**src/rtl/cpu_bus_pkg.sv**
```systemverilog
// Shared types for the CPU-to-pad bus bridge: FSM states and write-strobe shapes.
// Optional external wait (CPU_BUS_EXT_WAIT_EN) is handled in the top module.
package cpu_bus_pkg;

  typedef enum logic [2:0] {
    LAUNCH,
    SETUP,
    HOLD,
    SAMPLE,
    DONE
  } bus_state_e;

  localparam logic [1:0] STB_LEVEL    = 2'd0;
  localparam logic [1:0] STB_CLK_LOW  = 2'd1;
  localparam logic [1:0] STB_CLK_HIGH = 2'd2;
  localparam logic [1:0] STB_LATE     = 2'd3;

  function automatic logic in_window(bus_state_e s);
    return (s == SETUP) || (s == HOLD) || (s == SAMPLE);
  endfunction

endpackage

```
**src/rtl/cpu_bus_wait_timer.sv**
```systemverilog
// Wait-state down counter: loaded at launch, decremented while holding.
// zero/last flags steer the bridge FSM out of SETUP and HOLD.
module cpu_bus_wait_timer #(
  parameter int WSW = 3
) (
  input  logic           wb_clk_i,
  input  logic           rst_n,
  input  logic           load,
  input  logic           dec,
  input  logic [WSW-1:0] load_val,
  output logic           zero,
  output logic           last
);

  logic [WSW-1:0] cnt;

  always_ff @(posedge wb_clk_i) begin
    if (!rst_n) begin
      cnt <= '0;
    end else if (load) begin
      cnt <= load_val;
    end else if (dec && !zero) begin
      cnt <= cnt - 1'b1;
    end
  end

  assign zero = (cnt == '0);
  assign last = (cnt == WSW'(1));

endmodule

```
**src/rtl/cpu_bus_bridge.sv**
```systemverilog
// Registered CPU-to-pad bus bridge with wait states and shaped write strobe.
// Define CPU_BUS_EXT_WAIT_EN to let pad_wait stretch the SAMPLE phase.
module cpu_bus_bridge
  import cpu_bus_pkg::*;
#(
  parameter int AW  = 16,
  parameter int DW  = 8,
  parameter int WSW = 3
) (
  input  logic           wb_clk_i,
  input  logic           rst_n,
  input  logic [AW-1:0]  cpu_ab,
  input  logic [DW-1:0]  cpu_do,
  input  logic           cpu_we,
  output logic [DW-1:0]  cpu_di,
  output logic           cpu_rdy,
  output logic [AW-1:0]  pad_ab,
  output logic [DW-1:0]  pad_do,
  input  logic [DW-1:0]  pad_di,
  output logic           pad_we,
  output logic [DW-1:0]  pad_oeb,
  input  logic           pad_wait,
  input  logic [1:0]     strobe_mode,
  input  logic [WSW-1:0] wait_cfg
);

  bus_state_e state, state_nx;
  logic       wr;
  logic       t_zero;
  logic       t_last;
  logic       wr_act;
  logic       sample_go;

  cpu_bus_wait_timer #(.WSW(WSW)) u_timer (
    .wb_clk_i (wb_clk_i),
    .rst_n    (rst_n),
    .load     (state == LAUNCH),
    .dec      (state == HOLD),
    .load_val (wait_cfg),
    .zero     (t_zero),
    .last     (t_last)
  );

`ifdef CPU_BUS_EXT_WAIT_EN
  assign sample_go = !pad_wait;
`else
  logic unused_pad_wait;
  assign unused_pad_wait = pad_wait;
  assign sample_go = 1'b1;
`endif

  always_ff @(posedge wb_clk_i) begin
    if (!rst_n) begin
      state <= LAUNCH;
    end else begin
      state <= state_nx;
    end
  end

  always_comb begin
    state_nx = state;
    unique case (state)
      LAUNCH:  state_nx = SETUP;
      SETUP:   state_nx = t_zero ? SAMPLE : HOLD;
      HOLD:    if (t_last) state_nx = SAMPLE;
      SAMPLE:  if (sample_go) state_nx = DONE;
      DONE:    state_nx = LAUNCH;
      default: state_nx = LAUNCH;
    endcase
  end

  // Pad address/data stay frozen from SETUP until the next launch edge.
  always_ff @(posedge wb_clk_i) begin
    if (!rst_n) begin
      pad_ab <= '0;
      pad_do <= '0;
      wr     <= 1'b0;
      cpu_di <= '0;
    end else begin
      if (state == LAUNCH) begin
        pad_ab <= cpu_ab;
        pad_do <= cpu_do;
        wr     <= cpu_we;
      end
      if (state == SAMPLE && !wr) begin
        cpu_di <= pad_di;
      end
    end
  end

  assign wr_act  = wr && in_window(state);
  assign pad_oeb = {DW{~wr_act}};
  assign cpu_rdy = (state == DONE);

  always_comb begin
    pad_we = 1'b0;
    unique case (strobe_mode)
      STB_LEVEL:    pad_we = wr_act;
      STB_CLK_LOW:  pad_we = wr_act && !wb_clk_i;
      STB_CLK_HIGH: pad_we = wr_act && wb_clk_i;
      STB_LATE:     pad_we = wr && (state == HOLD || state == SAMPLE);
      default:      pad_we = 1'b0;
    endcase
  end

endmodule
```
**config.mk**
```make
export PLATFORM = sky130hd
export DESIGN_NAME = cpu_bus_bridge
export DESIGN_NICKNAME = d
export VERILOG_FILES = /design/src/rtl/cpu_bus_pkg.sv /design/src/rtl/cpu_bus_wait_timer.sv /design/src/rtl/cpu_bus_bridge.sv
export SDC_FILE = /design/constraint.sdc
export NUM_CORES = 1
export LEC_CHECK = 0
export BUFFER_PORTS_ARGS = -buffer_cell sky130_fd_sc_hd__buf_4
export CORE_MARGIN = 2
export CORE_UTILIZATION = 45
export DETAILED_ROUTE_END_ITERATION = 12
export PLACE_DENSITY = 0.79
export SLEW_MARGIN = 40
export SYNTH_ARGS = -nofsm -noshare
export SYNTH_HDL_FRONTEND = slang
export SYNTH_SLANG_ARGS = --single-unit
```
**constraint.sdc**
```tcl
create_clock -name wb_clk_i -period 1.8 [get_ports wb_clk_i]
set_clock_uncertainty 0.05 [all_clocks]
set_input_delay 0.27 -clock wb_clk_i [delete_from_list [all_inputs] [get_ports wb_clk_i]]
set_output_delay 0.27 -clock wb_clk_i [all_outputs]
set_load 0.03 [all_outputs]
```
## After elaboration in Yosys (flattened, before gate mapping)

Index checks and enable logic that the tools add are counted.

- Add/sub/neg operators: 1
- Eq/ne operators: 9
- Multiplexer cells: 6
- Bitwise gates (word level): 1
- Reduce and logical (&&, ||, !) cells: 16

Operator list:

| kind | number |
|---|---|
| one-hot mux 3 bit (4 select lines) | 1 |
| two-way mux 3 bit | 3 |
| equality test 3 x 1 -> 1 bit (second input constant) | 2 |
| equality test 3 x 2 -> 1 bit (second input constant) | 2 |
| logical AND 1 bit | 6 |
| logical NOT 3 bit | 2 |
| equality test 2 bit (second input constant) | 2 |
| one-hot mux 1 bit (4 select lines) | 1 |
| equality test 3 bit (second input constant) | 1 |
| logical NOT 1 bit | 3 |
| logical OR 1 bit | 3 |
| subtractor 3 x 1 -> 3 bit (second input constant) | 1 |
| equality test 2 x 1 -> 1 bit (second input constant) | 1 |
| logical NOT 2 bit | 1 |
| inequality test 2 bit (second input constant) | 1 |
| nonzero test 2 bit | 1 |
| two-way mux 1 bit | 1 |
| inverter 1 bit | 1 |

- Flip-flop bits (word level): 39
- Output and inout bits: 42
- Word-level logic and storage cells: 39

## Logic depth before layout (Yosys ltp)

Gate-level depths: netlist (run 1).

- Depth after elaboration: 6
- Mapped depth: 5
- Gate-level depth less buffers: 5

## Modules after synthesis

Synthesis (run 1) repeated with hierarchy kept, for this count alone.

- Cell total of the unflattened synthesis: 205
- Area total of the unflattened synthesis: 1819.2 µm²

By module, submodules not included:

| module | instances | cells an instance | area each (µm²) | seq. area each (µm²) |
|---|---|---|---|---|
| cpu_bus_bridge | 1 | 179 | 1595.3 | 720.7 |
| cpu_bus_wait_timer | 1 | 26 | 224.0 | 60.1 |

==> results of run 1 <==
## registers in the layout, indices dropped and copies added, names as in the netlist
register,flops
wr,1
pad_ab,16
cpu_di,8
pad_do,8
u_timer.cnt,3
state,3
## timing repair
action	in CTS	in global routing
buffers inserted	1	0
endpoints found under the setup margin	10	10
pin swaps	2	3
resized for setup	4	8
## worst min-delay path, delay by kind of cell
kind            cells  cell delay, ns
compound gates      1            0.05
buf+inv             1            0.10
simple gates        1            0.04
## power by group through the flow
stage	logic (mW)	registers, mW	clock network, mW
5_1_grt	2.16	1.31	1.06
6_report	1.95	1.28	0.980
3_5_place_dp	1.94	1.27	0.0466
2_1_floorplan	1.13	1.60	0.0417
4_1_cts	1.96	1.26	0.945
3_3_place_gp	1.91	1.26	0.0466
## path summary, 6_finish.rpt
path	startpoint	end	depth (start not counted)	slack, ns
min reg2reg	pad_ab[15]	pad_ab[15]	2	0.41
max	wb_clk_i	pad_we	5	-0.1
min	cpu_ab[5]	pad_ab[5]	3	0.07
max reg2reg	state[1]	pad_do[1]	5	0.30
## synth_stat cells (2+ instances only)
cell / count / area share, %
a21oi_1: 27 / 8.0
buf_4: 12 / 5.4
buf_6: 3 / 2.0
clkbuf_1: 3 / 0.67
dfxtp_1: 39 / 46
ha_1: 6 / 4.5
inv_1: 6 / 1.3
mux2i_1: 10 / 6.0
nand2_1: 52 / 12
nand2b_1: 2 / 0.74
nand3b_1: 3 / 1.3
nor2_1: 13 / 2.9
nor2b_1: 2 / 0.74
o21ai_0: 2 / 0.60
xnor2_1: 2 / 1.0
## cell type report
class	instances	area, sq um	share of cell area (%)
Clock buffer	9	123	4.98
Clock inverter	2	35.0	1.42
Inverter	7	26.3	1.07
Multi-Input combinational cell	132	773	31.4
Sequential cell	39	787	32.0
Tap cell	48	60.1	2.44
Timing Repair Buffer	87	657	26.7
## through the flow
step / instances / TNS [ns] / hold WS [ns] / setup slack (ns) / cell area, sq um
2_1_floorplan: 196 / 0 / 0.356 / 0.0208 / 1680
3_3_place_gp: 313 / -0.0284 / 0.392 / -0.0284 / 2260
3_5_place_dp: 313 / -0.0294 / 0.398 / -0.0294 / 2260
4_1_cts: 324 / -0.0913 / 0.0659 / -0.0913 / 2430
5_1_grt: 324 / -0.135 / 0.0676 / -0.135 / 2460
6_report: 324 / -0.0975 / 0.0741 / -0.0975 / 2460
## cells by family after synthesis
kind of cell	after synthesis
compound gates	34
fa+ha+maj	6
flops	39
mux	10
simple gates	80
buf+inv	25
xor+xnor	2
## layer usage
| layer | up-vias | wire length [um] |
|---|---|---|
| li1 | 795 | - |
| met1 | 684 | 1580 |
| met2 | 48 | 1970 |
| met3 | 8 | 206 |
| met4 | 0 | 80 |
| met5 | - | 0 |
==> qor.txt, run 1 <==
status = finished with violations
failing checks = negative setup slack
Clock Power Share = 23.3%
TritonRoute pass-1 iters = 4
area of the core = 3630 sq um
largest net degree at the start of global routing = 25
GR Util All Layers = 19.5%
share of layout cells above drive strength 1 = 39.1%
Lkg Pwr = 1.13 nW
sequential share of power = 30.3%
Post-Synthesis Cells = 196
#FFs+latches synth = 39
Post-Synth XOR/XNOR Area = 1.04%
grt total ovfl = 0
fin worst setup slack = -0.0975 ns
Adder-Cell Fraction of Synth Area = 4.47%
clock slew seen by the registers of the worst setup and hold paths = 0.08 ns
Synth Area in Compound Gates = 11.2%
Psw = 1.70 mW
hold crit path type = input pin to register
post-synthesis mux area share = 5.96%
maxcap violations = 0
Via density = 4.74
Top Family by Delay on Critical Path = compound AO/OA/AOI/OAI gates
synth unique cells = 29
mapped cell area = 1680 sq um
grt met1 use = 22.2%
CP peak stage delay = 0.25 ns
critical setup path kind = clock port to output pin
Synth Area in Simple Gates = 21.3%
crit path launch type = clock port
Buf+Inv Stages, Crit Path = 2
critical-path cell list = buf_8, xnor2_4, a221oi_2, nor2_2, buf_6
total power = 4.21 mW
Crit path required time = 1.48 ns
combinational family with the most area after synthesis = simple AND/OR/NAND/NOR gates
syn avg cell area = 8.57 sq um
CP arrival = 1.58 ns
setup violators final = 1
first-pass GRT wire length = 6.31 mm
Relative slew margins = 76.0%
io pins = 83
fillcell total = 339
Antenna Violating Nets Remaining = 0
Yosys warning count = 0
# port buffers = 81
drt total wl = 3.84 mm
Top Usage Layer GRT = met2
CTS tree = built
RSZ-0062 raised after global routing = true
average wire per standard cell = 11.8 um
diodes inserted = 0
Rows = 22
Worst-Skew Late Latency = 0.38 ns
# DRC = 0
vias in the first global route = 1470
Primary FF master, synth = dfxtp_1
Post-synth EDFFs = 0
syn nets = 243
internal power = 2.51 mW
full die area = 4240 sq um
final design utilization = 67.7%
initial antenna violation count = 0
Pins Over Slew Limit = 0
Area Growth Syn to Fin = 46.5%
CP max stage cell = a221oi_2
leading cell type in the layout, fill and taps excluded = buf_4
die extent in y = 65.1 um
PD cells = 1710 nW/um^2
Die X = 65.1 um
M2 GR Usage = 33.2%
DP Wirelength = 2.75 mm
most frequent cells in the layout = 86 x buf_4, 52 x nand2_1, 36 x dfxtp_1
slew at the pin closest to its max-slew limit = 0.359 ns
Final Hold Viols = 0
Logic pwr share = 46.4%
DR iter-0 viols = 94
final-stage net count = 322
post-synthesis sequential area ratio = 46.5%
met3 Track Usage GR = 6.16%
Initial Util = 46.2%
CP Capture Type = output pin
hold_buf cts = 0
sw frac = 40.4%
Async SR Flop Fraction = 0%
RD Place Congestion = 0.721
peak supply drop = 1.16 mV
vias = 1535
CP max FO = 2
No activity file was read; power rests on OpenSTA's default activity.
==> inputs of run 2 (changes only) <==
CORE_UTILIZATION = 46   (was 45)
GPL_ROUTABILITY_DRIVEN = 0   (was unset)
SYNTH_HIERARCHICAL = 1   (was unset)
==> qor.txt, run 2 <==
diodes inserted = 0 (unchanged)
full die area = 4470 sq um (+5.5%)
Biggest register = pad_ab
Die X = 66.9 um (+2.7%)
maxcap violations = 0 (unchanged)
top cells by count, synth = 59 x nand2_1, 39 x dfxtp_1, 19 x a21boi_2, 11 x nand3_1, 10 x o21ai_0
PD cells = 1610 nW/um^2 (-6.2%)
syn nets = 252 (+3.7%)
fin cells = 329 (+1.5%)
CP arrival = 1.54 ns (-0.04 ns)
Relative slew margins = 79.8% (+3.9 points)
Synth top area share = 42.9% (-3.5 points)
critical-path cell list = clkbuf_8, xnor2_2, a21oi_2, o22ai_2, buf_6
Rows = 22 (unchanged)
total power = 4.04 mW (-4.1%)
vias in the first global route = 1512 (+2.9%)
RSZ-0062 raised after global routing = true
leading cell type in the layout, fill and taps excluded = buf_4
critical setup path kind = clock port to output pin
io pins = 83 (unchanged)
failing checks = negative setup slack
most frequent cells in the layout = 83 x buf_4, 59 x nand2_1, 37 x dfxtp_1
status = finished with violations
Final Hold Viols = 0 (unchanged)
Worst-Skew Late Latency = 0.39 ns (about the same)
hold_buf cts = 0 (unchanged)
CP Capture Type = output pin
drt total wl = 3.89 mm (+1.3%)
post-synthesis sequential area ratio = 42.9% (-3.5 points)
syn avg cell area = 8.87 sq um (+3.5%)
slew at the pin closest to its max-slew limit = 0.302 ns (-0.0574 ns)
die extent in y = 66.9 um (+2.7%)
Top Registers = pad_ab x16, cpu_di x8, pad_do x8
vias = 1575 (+2.6%)
most common cell in the netlist = nand2_1
Yosys top cell by area = dfxtp_1
#FFs+latches synth = 39 (unchanged)
clock slew seen by the registers of the worst setup and hold paths = 0.08 ns (about the same)
hold crit path type = input pin to register
crit path launch type = clock port
Yosys warning count = 6 (+6)
share of layout cells above drive strength 1 = 44.1% (+5.0 points)
Reg2Reg Setup Slack = 0.31 ns (about the same)
Async SR Flop Fraction = 0% (unchanged)
number of flip-flops in the largest register = 16 (unchanged)
final-stage net count = 327 (+1.6%)
Post-CTS Setup Inserts = 0 (-1)
CP max FO = 2 (unchanged)
# port buffers = 81 (unchanged)
mapped cell area = 1820 sq um (+8.3%)
CP max stage cell = a21oi_2
DP Wirelength = 2.75 mm (+0.35%)
setup violators final = 1 (unchanged)
Antenna Violating Nets Remaining = 0 (unchanged)
Pins Over Slew Limit = 0 (unchanged)
Area Growth Syn to Fin = 38.3%
grt total ovfl = 0 (unchanged)
TritonRoute pass-1 iters = 4 (unchanged)
GR Util All Layers = 19.8% (+0.25 points)
final design utilization = 67.2% (-0.52 points)
synth unique cells = 32 (+10%)
# DRC = 0 (unchanged)
largest net degree at the start of global routing = 32 (+28%)
CTS tree = built
fin worst setup slack = -0.0642 ns (+0.0333 ns)
CP peak stage delay = 0.16 ns (-0.09 ns)
peak supply drop = 0.830 mV (-28%)
average wire per standard cell = 11.8 um (-0.26%)
area of the core = 3740 sq um (+3.0%)
initial antenna violation count = 0 (unchanged)
Crit path required time = 1.48 ns (about the same)
Via density = 4.79 (+1.0%)
Initial Util = 48.6% (+2.3 points)
Placed Cells = 319 (+1.9%)
top cells by area, synth = dfxtp_1 43%, nand2_1 12%, a21boi_2 12%, ha_1 4.1%, nand3_1 3.0%
Lkg Pwr = 1.17 nW (+4.0%)
first-pass GRT wire length = 6.45 mm (+2.3%)
DR iter-0 viols = 91 (-3.2%)
Post-Synthesis Cells = 205 (+4.6%)
Post-synth EDFFs = 0 (unchanged)
Primary FF master, synth = dfxtp_1
run 2: cell families (layout without fill, tap and decap cells):
family          Yosys count  after routing  share of synthesized area (%)
compound gates           44             44                           20.6
xor+xnor                  2              2                          0.963
fa+ha+maj                 6              6                           4.13
buf+inv                  30            106                           10.5
flops                    39             39                           42.9
mux                       1              1                          0.550
simple gates             83             83                           20.3
run 2: final cells by class:
class	count	area, sq um
clock buffer	9	111
clock inverter	2	12.5
fill	329	1230
inverter	10	45.0
multi-input combinational	136	865
sequential	39	783
tap	48	60.1
timing repair buffer	85	639
run 2: path summary, 6_finish.rpt:
path,startpoint,end,cells after the start
worst max-delay path,wb_clk_i,pad_we,5
worst max register to register,state[0],u_timer/cnt[2],5
worst min-delay path,wait_cfg[1],u_timer/cnt[1],3
worst min register to register,pad_do[4],pad_do[4],2
run 2: repair_timing:
action | CTS | global route
setup endpoints to repair | 1 | 9
pin swaps | 3 | 1
cloned | 0 | 1
resized for setup | 4 | 3
endpoints found under the hold margin | 0 | 0
run 2: power breakdown:
group          switching, mW  leakage, nW  internal, mW
Combinational           1.25        0.776         0.735
Clock                  0.357       0.0740         0.414
Sequential             0.167        0.321          1.12
run 2: critical path: cells and delay by family:
kind / cells / cell delay [ns]
buffers and inverters: 2 / 0.26
AO/OA/AOI/OAI: 2 / 0.25
XOR/XNOR: 1 / 0.13
run 2: layer usage:
layer / GRT usage, % / share of wire, %
met1: 20.8 / 40
met3: 6.59 / 6.7
met5: 0 / 0
met2: 34.0 / 51
met4: 12.0 / 2.1
run 2: stage by stage:
stage / setup TNS, ns / instance area, sq um / hold slack, ns / worst slack (ns)
after global routing: -0.0938 / 2520 / 0.0768 / -0.0938
final: -0.0642 / 2520 / 0.0542 / -0.0642
after CTS: -0.0598 / 2510 / 0.0513 / -0.0598
after detailed placement: 0 / 2380 / 0.406 / 0.0687
after global placement: 0 / 2380 / 0.400 / 0.0687
after floorplan: -0.408 / 1830 / 0.358 / -0.0605
